File: src/rtl/fsgnj_sched_if.sv
// Handshake/operand bundle between the FP issue ports, fsgnj_sched and the writeback path.
interface fsgnj_sched_if #(
  parameter int unsigned ID_W = 1
);
  logic            req0_valid;
  logic            req0_ready;
  logic [31:0]     req0_rs1;
  logic [31:0]     req0_rs2;
  logic [1:0]      req0_op;
  logic            req1_valid;
  logic            req1_ready;
  logic [31:0]     req1_rs1;
  logic [31:0]     req1_rs2;
  logic [1:0]      req1_op;
  logic            out_valid;
  logic            out_ready;
  logic [31:0]     out_rd;
  logic [ID_W-1:0] out_id;

  // Scheduler side.
  modport slave (
    input  req0_valid, req0_rs1, req0_rs2, req0_op,
    input  req1_valid, req1_rs1, req1_rs2, req1_op,
    input  out_ready,
    output req0_ready, req1_ready,
    output out_valid, out_rd, out_id
  );

  // Requester/consumer side.
  modport master (
    output req0_valid, req0_rs1, req0_rs2, req0_op,
    output req1_valid, req1_rs1, req1_rs2, req1_op,
    output out_ready,
    input  req0_ready, req1_ready,
    input  out_valid, out_rd, out_id
  );
endinterface

File: src/rtl/fsgnj_sched.sv
// Round-robin two-requester scheduler around a single-precision sign-injection datapath.
// Optional FSGNJ_SCHED_PERF_EN adds saturating completion/stall counters.
module fsgnj_sched #(
  parameter int unsigned ID_W = 1
) (
  input  logic              clk,
  input  logic              rst,
  fsgnj_sched_if.slave      bus,
  output logic              busy
`ifdef FSGNJ_SCHED_PERF_EN
  ,
  output logic [15:0]       perf_done,
  output logic [15:0]       perf_stall
`endif
);

  typedef enum logic [1:0] {StIdle, StExec, StHold} state_e;

  state_e          state_q;
  logic            last_gnt_q;
  logic [31:0]     rs1_q;
  logic            rs2_sgn_q;
  logic [1:0]      op_q;
  logic            id_q;
  logic            out_valid_q;
  logic [31:0]     out_rd_q;
  logic [ID_W-1:0] out_id_q;

  logic can_accept;
  logic gnt0;
  logic gnt1;
  logic accept;
  logic res_sgn;

  assign can_accept = (state_q == StIdle) || ((state_q == StHold) && bus.out_ready);

  // On a tie the requester that did not win last time is granted.
  always_comb begin
    gnt0 = 1'b0;
    gnt1 = 1'b0;
    if (bus.req0_valid && bus.req1_valid) begin
      gnt0 = last_gnt_q;
      gnt1 = ~last_gnt_q;
    end else begin
      gnt0 = bus.req0_valid;
      gnt1 = bus.req1_valid;
    end
  end

  assign bus.req0_ready = gnt0 && can_accept;
  assign bus.req1_ready = gnt1 && can_accept;
  assign accept         = bus.req0_ready || bus.req1_ready;

  always_comb begin
    res_sgn = rs1_q[31];
    case (op_q)
      2'b00:   res_sgn = rs2_sgn_q;
      2'b01:   res_sgn = ~rs2_sgn_q;
      2'b10:   res_sgn = rs1_q[31] ^ rs2_sgn_q;
      default: res_sgn = rs1_q[31];
    endcase
  end

  always_ff @(posedge clk or posedge rst) begin
    if (rst) begin
      state_q     <= StIdle;
      last_gnt_q  <= 1'b1;
      rs1_q       <= '0;
      rs2_sgn_q   <= 1'b0;
      op_q        <= '0;
      id_q        <= 1'b0;
      out_valid_q <= 1'b0;
      out_rd_q    <= '0;
      out_id_q    <= '0;
    end else begin
      if (accept) begin
        rs1_q      <= gnt1 ? bus.req1_rs1 : bus.req0_rs1;
        rs2_sgn_q  <= gnt1 ? bus.req1_rs2[31] : bus.req0_rs2[31];
        op_q       <= gnt1 ? bus.req1_op : bus.req0_op;
        id_q       <= gnt1;
        last_gnt_q <= gnt1;
      end
      case (state_q)
        StIdle: begin
          if (accept) state_q <= StExec;
        end
        StExec: begin
          out_rd_q    <= {res_sgn, rs1_q[30:0]};
          out_id_q    <= ID_W'(id_q);
          out_valid_q <= 1'b1;
          state_q     <= StHold;
        end
        StHold: begin
          if (bus.out_ready) begin
            out_valid_q <= 1'b0;
            state_q     <= accept ? StExec : StIdle;
          end
        end
        default: state_q <= StIdle;
      endcase
    end
  end

  assign bus.out_valid = out_valid_q;
  assign bus.out_rd    = out_rd_q;
  assign bus.out_id    = out_id_q;
  assign busy          = (state_q != StIdle);

`ifdef FSGNJ_SCHED_PERF_EN
  always_ff @(posedge clk or posedge rst) begin
    if (rst) begin
      perf_done  <= '0;
      perf_stall <= '0;
    end else begin
      if (out_valid_q && bus.out_ready && (perf_done != 16'hFFFF)) begin
        perf_done <= perf_done + 16'd1;
      end
      if (out_valid_q && !bus.out_ready && (perf_stall != 16'hFFFF)) begin
        perf_stall <= perf_stall + 16'd1;
      end
    end
  end
`endif

endmodule
File: src/flat_wrapper.sv
// flat-port wrapper written by rule: the top's interface ports become plain ports
module fsgnj_sched_flat 
#(
  parameter int unsigned ID_W = 1
)
  (clk, rst, busy, bus_req0_valid, bus_req0_rs1, bus_req0_rs2, bus_req0_op, bus_req1_valid, bus_req1_rs1, bus_req1_rs2, bus_req1_op, bus_out_ready, bus_req0_ready, bus_req1_ready, bus_out_valid, bus_out_rd, bus_out_id);
  fsgnj_sched_if #(.ID_W(ID_W)) bus_i ();
  input  logic clk;
  input  logic rst;
  output logic busy;
  input wire logic [$bits(bus_i.req0_valid)-1:0] bus_req0_valid;
  input wire logic [$bits(bus_i.req0_rs1)-1:0] bus_req0_rs1;
  input wire logic [$bits(bus_i.req0_rs2)-1:0] bus_req0_rs2;
  input wire logic [$bits(bus_i.req0_op)-1:0] bus_req0_op;
  input wire logic [$bits(bus_i.req1_valid)-1:0] bus_req1_valid;
  input wire logic [$bits(bus_i.req1_rs1)-1:0] bus_req1_rs1;
  input wire logic [$bits(bus_i.req1_rs2)-1:0] bus_req1_rs2;
  input wire logic [$bits(bus_i.req1_op)-1:0] bus_req1_op;
  input wire logic [$bits(bus_i.out_ready)-1:0] bus_out_ready;
  output wire logic [$bits(bus_i.req0_ready)-1:0] bus_req0_ready;
  output wire logic [$bits(bus_i.req1_ready)-1:0] bus_req1_ready;
  output wire logic [$bits(bus_i.out_valid)-1:0] bus_out_valid;
  output wire logic [$bits(bus_i.out_rd)-1:0] bus_out_rd;
  output wire logic [$bits(bus_i.out_id)-1:0] bus_out_id;
  assign bus_i.req0_valid = bus_req0_valid;
  assign bus_i.req0_rs1 = bus_req0_rs1;
  assign bus_i.req0_rs2 = bus_req0_rs2;
  assign bus_i.req0_op = bus_req0_op;
  assign bus_i.req1_valid = bus_req1_valid;
  assign bus_i.req1_rs1 = bus_req1_rs1;
  assign bus_i.req1_rs2 = bus_req1_rs2;
  assign bus_i.req1_op = bus_req1_op;
  assign bus_i.out_ready = bus_out_ready;
  assign bus_req0_ready = bus_i.req0_ready;
  assign bus_req1_ready = bus_i.req1_ready;
  assign bus_out_valid = bus_i.out_valid;
  assign bus_out_rd = bus_i.out_rd;
  assign bus_out_id = bus_i.out_id;
  fsgnj_sched #(.ID_W(ID_W)) u_core (.clk(clk), .rst(rst), .bus(bus_i), .busy(busy));
endmodule
File: config.mk
export PLATFORM = sky130hd
export DESIGN_NAME = fsgnj_sched_flat
export DESIGN_NICKNAME = d
export VERILOG_FILES = /design/src/rtl/fsgnj_sched_if.sv /design/src/rtl/fsgnj_sched.sv /design/src/flat_wrapper.sv
export SDC_FILE = /design/constraint.sdc
export NUM_CORES = 1
export LEC_CHECK = 0
export CORE_UTILIZATION = 44
export CTS_BUF_LIST = sky130_fd_sc_hd__clkbuf_8
export CTS_CLUSTER_SIZE = 12
export DETAILED_ROUTE_END_ITERATION = 10
export HOLD_SLACK_MARGIN = 0.1
export PLACE_DENSITY = 0.89
export SYNTH_ARGS = -nofsm -noshare
export SYNTH_HDL_FRONTEND = slang
export SYNTH_SLANG_ARGS = --single-unit
File: constraint.sdc
create_clock -name clk -period 5.4 [get_ports clk]
set_clock_uncertainty 0.05 [all_clocks]
set_input_delay 1.35 -clock clk [delete_from_list [all_inputs] [get_ports clk]]
set_output_delay 1.35 -clock clk [all_outputs]
set_load 0.05 [all_outputs]
==> metrics.md <==
| Metric | Value |
|---|---|
| Sequential share of the synthesized area | 0.5604 |
| Start-to-end type of the worst setup path | in2out |
| Slew at the pin closest to its max-slew limit | around 960 ps |
| Top-area cell type share of the netlist area | 0.5524 |
| Register bit total from synthesis | 73 |
| Die Width | 88.10 um |
| Hold WC Path Type | reg2reg |
| Reported leakage power | roughly 1.9 nW |
| Net count of the mapped netlist | 352 |
| Clock input transition at the sequential cells of the worst setup and hold paths | roughly 70 ps |
| Core Footprint | roughly 7200 um^2 |
| Critical path capture point type | output port |
| Critical path buffer and inverter count | 3 |
| Antenna cells | 0 |
| Number of failing setup endpoints in the final timing report | 0 |
| Overflow after GRT | 0 |
| Cell chosen for the clock root | sky130_fd_sc_hd__clkbuf_8 |
| Overall global routing resource usage | 0.1833 |
| Complex-gate fraction of the synthesized area | 0.02148 |
| CP Launch Type | primary input |
| Number of routed nets with antenna violations | 0 |
| Die H | between 80 and 90 um |
| Count of cells resized by post-cts repair | 0 |
| Area share of xor/xnor cells in the synthesized design | 0 |
| Share of cells above drive strength 1 | 0.3862 |
| Total Power | 2.867 mW |
| Starting utilization of the core area | 0.4521 |
| Buffers from clock root to sink, at most | 2 |
| Final weighted congestion in routability-driven placement | just over 0.7 |
| Critical Path AT | 3410 ps |
| Row Count | 31 |
| Count of placed standard cells including taps | around 420 |
| Post-route worst setup slack | 588.7 ps |
| Number of buffers added on ports | 111 |
| Number of top-level design ports | between 150 and 200 |
| Highest clock rate | a little over 200 MHz |
| Global-route wire length before repair | 10500 um |
| Total die area | 7762 um^2 |
| Worst path required time | roughly 4000 ps |
| Area occupied by registers | 1828 um^2 |
| Final worst-path cycle share | 0.8910 |
| Power Dens Cells | 617.0 nW/um^2 |
| Final hold vios | 0 |
| Total length of routed wires | 6567 um |
| Max stage delay on crit path | 920 ps |
| Syn avg cell area | 15.17 um^2 |
| Worst slack at placement | 562.2 ps |
| Worst path cell trace | clkdlybuf4s50_1 -> inv_1 -> a2111oi_0 -> clkdlybuf4s50_1 |
| Layout Utilization | 0.6441 |
| DRC violation total after the first TritonRoute iteration | 35 |
| Smallest hold slack | 452.3 ps |
| Final instance area | 4647 um^2 |
| Slowest cell on crit path | sky130_fd_sc_hd__clkdlybuf4s50_1 |
| Area share of fa/ha/maj cells after synthesis | 0 |
| Number of global-route vias before repair | approximately 2300 |
| CTS tree | built |
| Worst vdd ir | ~0.28 mV |
| Drc violations | 0 |
| Top cells by area in the synthesized netlist | sky130_fd_sc_hd__dfrtp_1 55%, sky130_fd_sc_hd__mux2_2 35%, sky130_fd_sc_hd__buf_6 2.4%, sky130_fd_sc_hd__dfstp_2 0.81%, sky130_fd_sc_hd__buf_2 0.61% |
| Result of the run | finished, final reports clean |
| Simple-gate share of the synthesized area | 0.02685 |
| Pin count of the biggest net entering global routing | 47 |
| MaxCap Viol Count | 0 |
| Proportion of synthesized area in mux cells | 0.3552 |
| Cell repeated most along the worst path | sky130_fd_sc_hd__clkdlybuf4s50_1 |
| Number of sinks on the clock net | 73 |
| Multi-input gate area in the final layout | 1330 um^2 |
| YS warnings | 0 |
| Post-synthesis cell area | 3262 um^2 |
| Dominant combinational cell family by area after synthesis | multiplexers |
| Hold_buf cts | 0 |
| Number of buffers added for setup after CTS | 0 |
| Number of instances in the synthesized netlist | 215 |
| Number of fill cells in the layout | 542 |
| Top fanout value on the critical path | 4 |
| TritonRoute pass-1 iters | 4 |
| TritonCTS buffer count | 9 |
| Gate family responsible for the most delay along the worst path | buffers and inverters |
| Number of levels in the clock H-tree | 3 |
| Distinct cell type count after synthesis | 23 |
| Area growth from synthesis to final layout | 42.46% |
| Final period demand of the worst path | approximately 4800 ps |
| Vias | approximately 2200 |
| Reg-to-reg slack, setup | around 3400 ps |
| Mean routed wirelength per cell | 15.17 um |
| Setup Total Neg Slack | 0 ps |
| Vias/cell | 4.977 |
| HPWL reported at the end of detailed placement | 4598 um |
| Max_slew headroom | 0.3594 |
| Number of max-slew violations in the final report | 0 |
| Non-filler cells in the finished layout | 433 |
| Antenna violations before repair | 0 |
| Unrepaired setup endpoints after global routing | false |
| Layout Nets | 466 |
| Area after DPL | ~4400 um^2 |
| Later-pin clock latency in the skew report | roughly 330 ps |
| Cell taking the most area after synthesis | sky130_fd_sc_hd__dfrtp_1 |
layer usage:
metal	global-route usage	vias to the layer above	routed length (um)	share of wire
met5	0	-	0	0
met1	0.2052	1066	2659	0.40
met3	0.04524	14	382	0.058
met4	0.09091	0	140	0.021
li1	-	1000	-	-
met2	0.3256	75	3385	0.52
final cells by class:
cell class / instances / share of cell area
Tap cell: 99 / 0.02666
Sequential cell: 73 / 0.3934
Timing Repair Buffer: 114 / 0.2434
Multi-Input combinational cell: 126 / 0.2862
Clock buffer: 12 / 0.03554
Clock inverter: 4 / 0.01077
Inverter: 5 / 0.004039
placed cells by master (no fill, tap or decap), types with 2 or more instances in the layout:
master                            instances
sky130_fd_sc_hd__a21oi_1                  2
sky130_fd_sc_hd__nor2_1                   2
sky130_fd_sc_hd__clkdlybuf4s50_1        110
sky130_fd_sc_hd__o21ai_0                  2
sky130_fd_sc_hd__clkbuf_8                12
sky130_fd_sc_hd__a31oi_1                  2
sky130_fd_sc_hd__buf_4                    4
sky130_fd_sc_hd__dfrtp_1                 72
sky130_fd_sc_hd__mux2_2                 102
sky130_fd_sc_hd__nand2_1                  2
sky130_fd_sc_hd__inv_1                    5
sky130_fd_sc_hd__nand2b_1                 2
cell usage after synthesis:
cell / n
sky130_fd_sc_hd__and2_1: 1
sky130_fd_sc_hd__nor2_1: 2
sky130_fd_sc_hd__and3_1: 1
sky130_fd_sc_hd__a21boi_1: 1
sky130_fd_sc_hd__dfrtp_1: 72
sky130_fd_sc_hd__mux2_2: 102
sky130_fd_sc_hd__a21oi_1: 2
sky130_fd_sc_hd__mux2i_1: 1
sky130_fd_sc_hd__nor3_4: 1
sky130_fd_sc_hd__or2_2: 1
sky130_fd_sc_hd__o221a_2: 1
sky130_fd_sc_hd__a41o_1: 1
sky130_fd_sc_hd__nand3_1: 1
sky130_fd_sc_hd__o21ai_0: 2
sky130_fd_sc_hd__nor2b_4: 1
sky130_fd_sc_hd__inv_1: 5
sky130_fd_sc_hd__nand2_1: 2
sky130_fd_sc_hd__a31oi_1: 2
sky130_fd_sc_hd__nand2b_1: 3
sky130_fd_sc_hd__a2111oi_0: 1
sky130_fd_sc_hd__buf_6: 7
sky130_fd_sc_hd__buf_2: 4
sky130_fd_sc_hd__dfstp_2: 1
cells by family after synthesis:
logic type,count (synthesis)
mux,103
flops,73
buf+inv,16
simple gates,13
compound gates,10
worst paths after layout:
| kind | start | end | cells after the start |
|---|---|---|---|
| min reg2reg | u_core.rs1_q[12] | u_core.bus.out_rd[12] | 1 |
| max | bus_req0_valid | bus_req0_ready | 4 |
| max reg2reg | u_core.state_q[1] | u_core.rs1_q[8] | 4 |
| min in group asynchronous | rst | u_core.bus.out_rd[12] | 2 |
| max in group asynchronous | rst | u_core.last_gnt_q | 3 |
| min | u_core.rs1_q[12] | u_core.bus.out_rd[12] | 1 |
power by group:
group	total [mW]	switching, mW	internal, mW
combinational	1.44	0.791	0.645
clock	0.447	0.195	0.251
sequential	0.984	0.151	0.833
registers in the layout, indices dropped and copies added (netlist names):
signal                flops
u_core.rs1_q             32
u_core.rs2_sgn_q          1
u_core.id_q               1
u_core.state_q            2
u_core.bus.out_rd        32
u_core.bus.out_valid      1
u_core.last_gnt_q         1
u_core.bus.out_id         1
u_core.op_q               2
worst register-to-register path, delay by kind of cell, from the launching register on:
family / cells / cell delay, ps
flops: 1 / 440
buf+inv: 1 / 460
mux: 1 / 390
simple gates: 2 / 590
No activity file was read; power rests on OpenSTA's default activity.
==> RTL edit (config.mk and constraints unchanged) <==
Re-encode `state_e` (3 states) as one-hot, 3 bits wide.
--- a/src/rtl/fsgnj_sched.sv
+++ b/src/rtl/fsgnj_sched.sv
@@ -16,3 +16,3 @@
 
-  typedef enum logic [1:0] {StIdle, StExec, StHold} state_e;
+  typedef enum logic [2:0] {StIdle = 3'b001, StExec = 3'b010, StHold = 3'b100} state_e;
 
Behaviour: same outputs for any inputs over 10 cycles, from zero or initial values and one cycle with rst high; not proved beyond that.
==> RTL edit against the original RTL <==
Design area grew 1.2%. Wire length grew 23%. Synthesized area is essentially flat. Synthesized cell count grew 8.8%. Via count grew 15%. Fmax grew 1.8%. Final cell count grew 2.5%. Worst setup slack gained 0.087 ns. Combinational power grew 12%. Sequential cell count grew 1. Non-clock buffer count grew 2. Total power grew 12%. Register-to-register slack lost 0.30 ns. Largest cell class unchanged. Highest routed layer unchanged.
==> RTL edit: results (changes against the original RTL) <==
synthTopCellsByCount: "dfrtp_1, o32ai_1, mux2_2"
drive_gt1_share_pct: 21.2  # -17 points
max-slew-margin-rel_pct: 25.9  # -10 points
fin_nets: 477  # +2.4%
holdPathStages: 1  # unchanged
hold_path_end: "u_core.bus.out_rd[16]"
dp.cells: 428  # +2.6%
reg2reg_from: "u_core.state_q[2]"
clockBufferDepth: 2  # unchanged
portBuffers: 111  # unchanged
grt_overflow: 0  # unchanged
track_usage_pct: 21.7  # +3.4 points
wl_met2_um: 3950  # +17%
cp_max_fo: 5  # +1
critPathArrivalTime_ns: 3.32  # -0.09 ns
cts_root_buf: "clkbuf_8"
routed_wirelength_um: 8070  # +23%
leakage_nw: 1.80  # -6.0%
htreeDepth: 3  # unchanged
met1_length_um: 3530  # +33%
antenna_cells: 0  # unchanged
grt_pass1_wl_um: 12700  # +21%
grt_use_met1_pct: 27.1  # +6.6 points
hp-class: "reg -> reg"
slowest_delay_ns: 0.83  # -0.09 ns
ir_worst_vdd_uv: 412  # +46%
cts_buffers: 9  # unchanged
use_met3_pct: 4.52  # unchanged
synth_cell_types: 35  # +52%
worstHoldStart: "u_core.rs1_q[16]"
clk_latency_ns: 0.34
synth_area_leaders: "dfrtp_1, mux2_2, o32ai_1"
cts_resized: 0  # unchanged
dr_wl_met3_um: 401  # +5.0%
status: "finished, final reports clean"
synth_edf_count: 0  # unchanged
top_layer_used: "met4"
async_flop_share_pct: 100  # unchanged
drt_pass1_iterations: 5  # +1
synth_ff_type: "dfrtp_1"
hold-worst-slack_ns: 0.458  # +0.00609 ns
grt_start_max_net_pins: 43  # -8.5%
syn_area_per_cell_um2: 13.9  # -8.2%
drt_iter0_drc: 89  # +150%
use_met2_pct: 37.2  # +4.7 points
routedWlPerCell_um: 18.2  # +20%
r2r_cells: 4  # unchanged
seq_area_frac_synth_pct: 56.9  # +0.85 points
synthesis.nets: 371  # +5.4%
cts_setup_buffers: 0  # unchanged
dp_hpwl_um: 5380  # +17%
r2r_end: "u_core.rs1_q[31]"
critPathTopFamily: "buffers and inverters"
r2r_slack_ns: 3.06  # -0.30 ns
slowest_stage: "clkdlybuf4s50_1"
first_global_vias: 2659  # +16%
antenna_found_initial: 0  # unchanged
gp_congestion: 0.793  # +11%
routed-via-count: 2479  # +15%
==> RTL edit: worst register-to-register path: stages (launching register included) <==
cell	delay, ns
dfrtp_1	0.49
nand2b_2	0.31
a211oi_4	0.77
buf_4	0.42
a2bb2oi_1	0.22
==> RTL edit: power breakdown <==
group	switching [W]	internal, W
Sequential	0.000179	0.000835
Clock	0.000208	0.000368
Combinational	0.000919	0.000688
==> RTL edit: how the worst max path moves through the flow <==
stage,startpoint,end,slack (ns)
5_1_grt,bus_out_ready,bus_req0_ready,0.61
6_report,bus_out_ready,bus_req0_ready,0.68
3_5_place_dp,bus_out_ready,bus_req0_ready,0.68
4_1_cts,bus_out_ready,bus_req0_ready,0.67
2_1_floorplan,bus_req1_valid,bus_req0_ready,1.10
3_3_place_gp,bus_out_ready,bus_req0_ready,0.72
==> RTL edit: cell families after synthesis <==
| kind of cell | Yosys count | share of synthesized area, % |
|---|---|---|
| flops | 74 | 56.9 |
| compound gates | 83 | 23.9 |
| mux | 32 | 11.1 |
| buf+inv | 25 | 4.18 |
| simple gates | 20 | 3.95 |
==> RTL edit: stage by stage <==
step	util, %	instance area [um^2]	total power (W)	setup WS [ns]
2_1_floorplan	-	3260	0.00215	1.10
3_3_place_gp	61.4	4430	0.00258	0.725
3_5_place_dp	61.4	4430	0.00264	0.677
4_1_cts	65.2	4700	0.00322	0.672
5_1_grt	65.2	4700	0.00335	0.607
6_report	65.2	4700	0.00320	0.675
==> RTL edit: area by class of cell <==
| class | instances | area (um^2) |
|---|---|---|
| clock inverter | 6 | 138 |
| fill | 577 | 2510 |
| inverter | 4 | 15.0 |
| tap | 99 | 124 |
| clock buffer | 10 | 138 |
| multi-input combinational | 135 | 1280 |
| sequential | 74 | 1850 |
| timing repair buffer | 116 | 1150 |
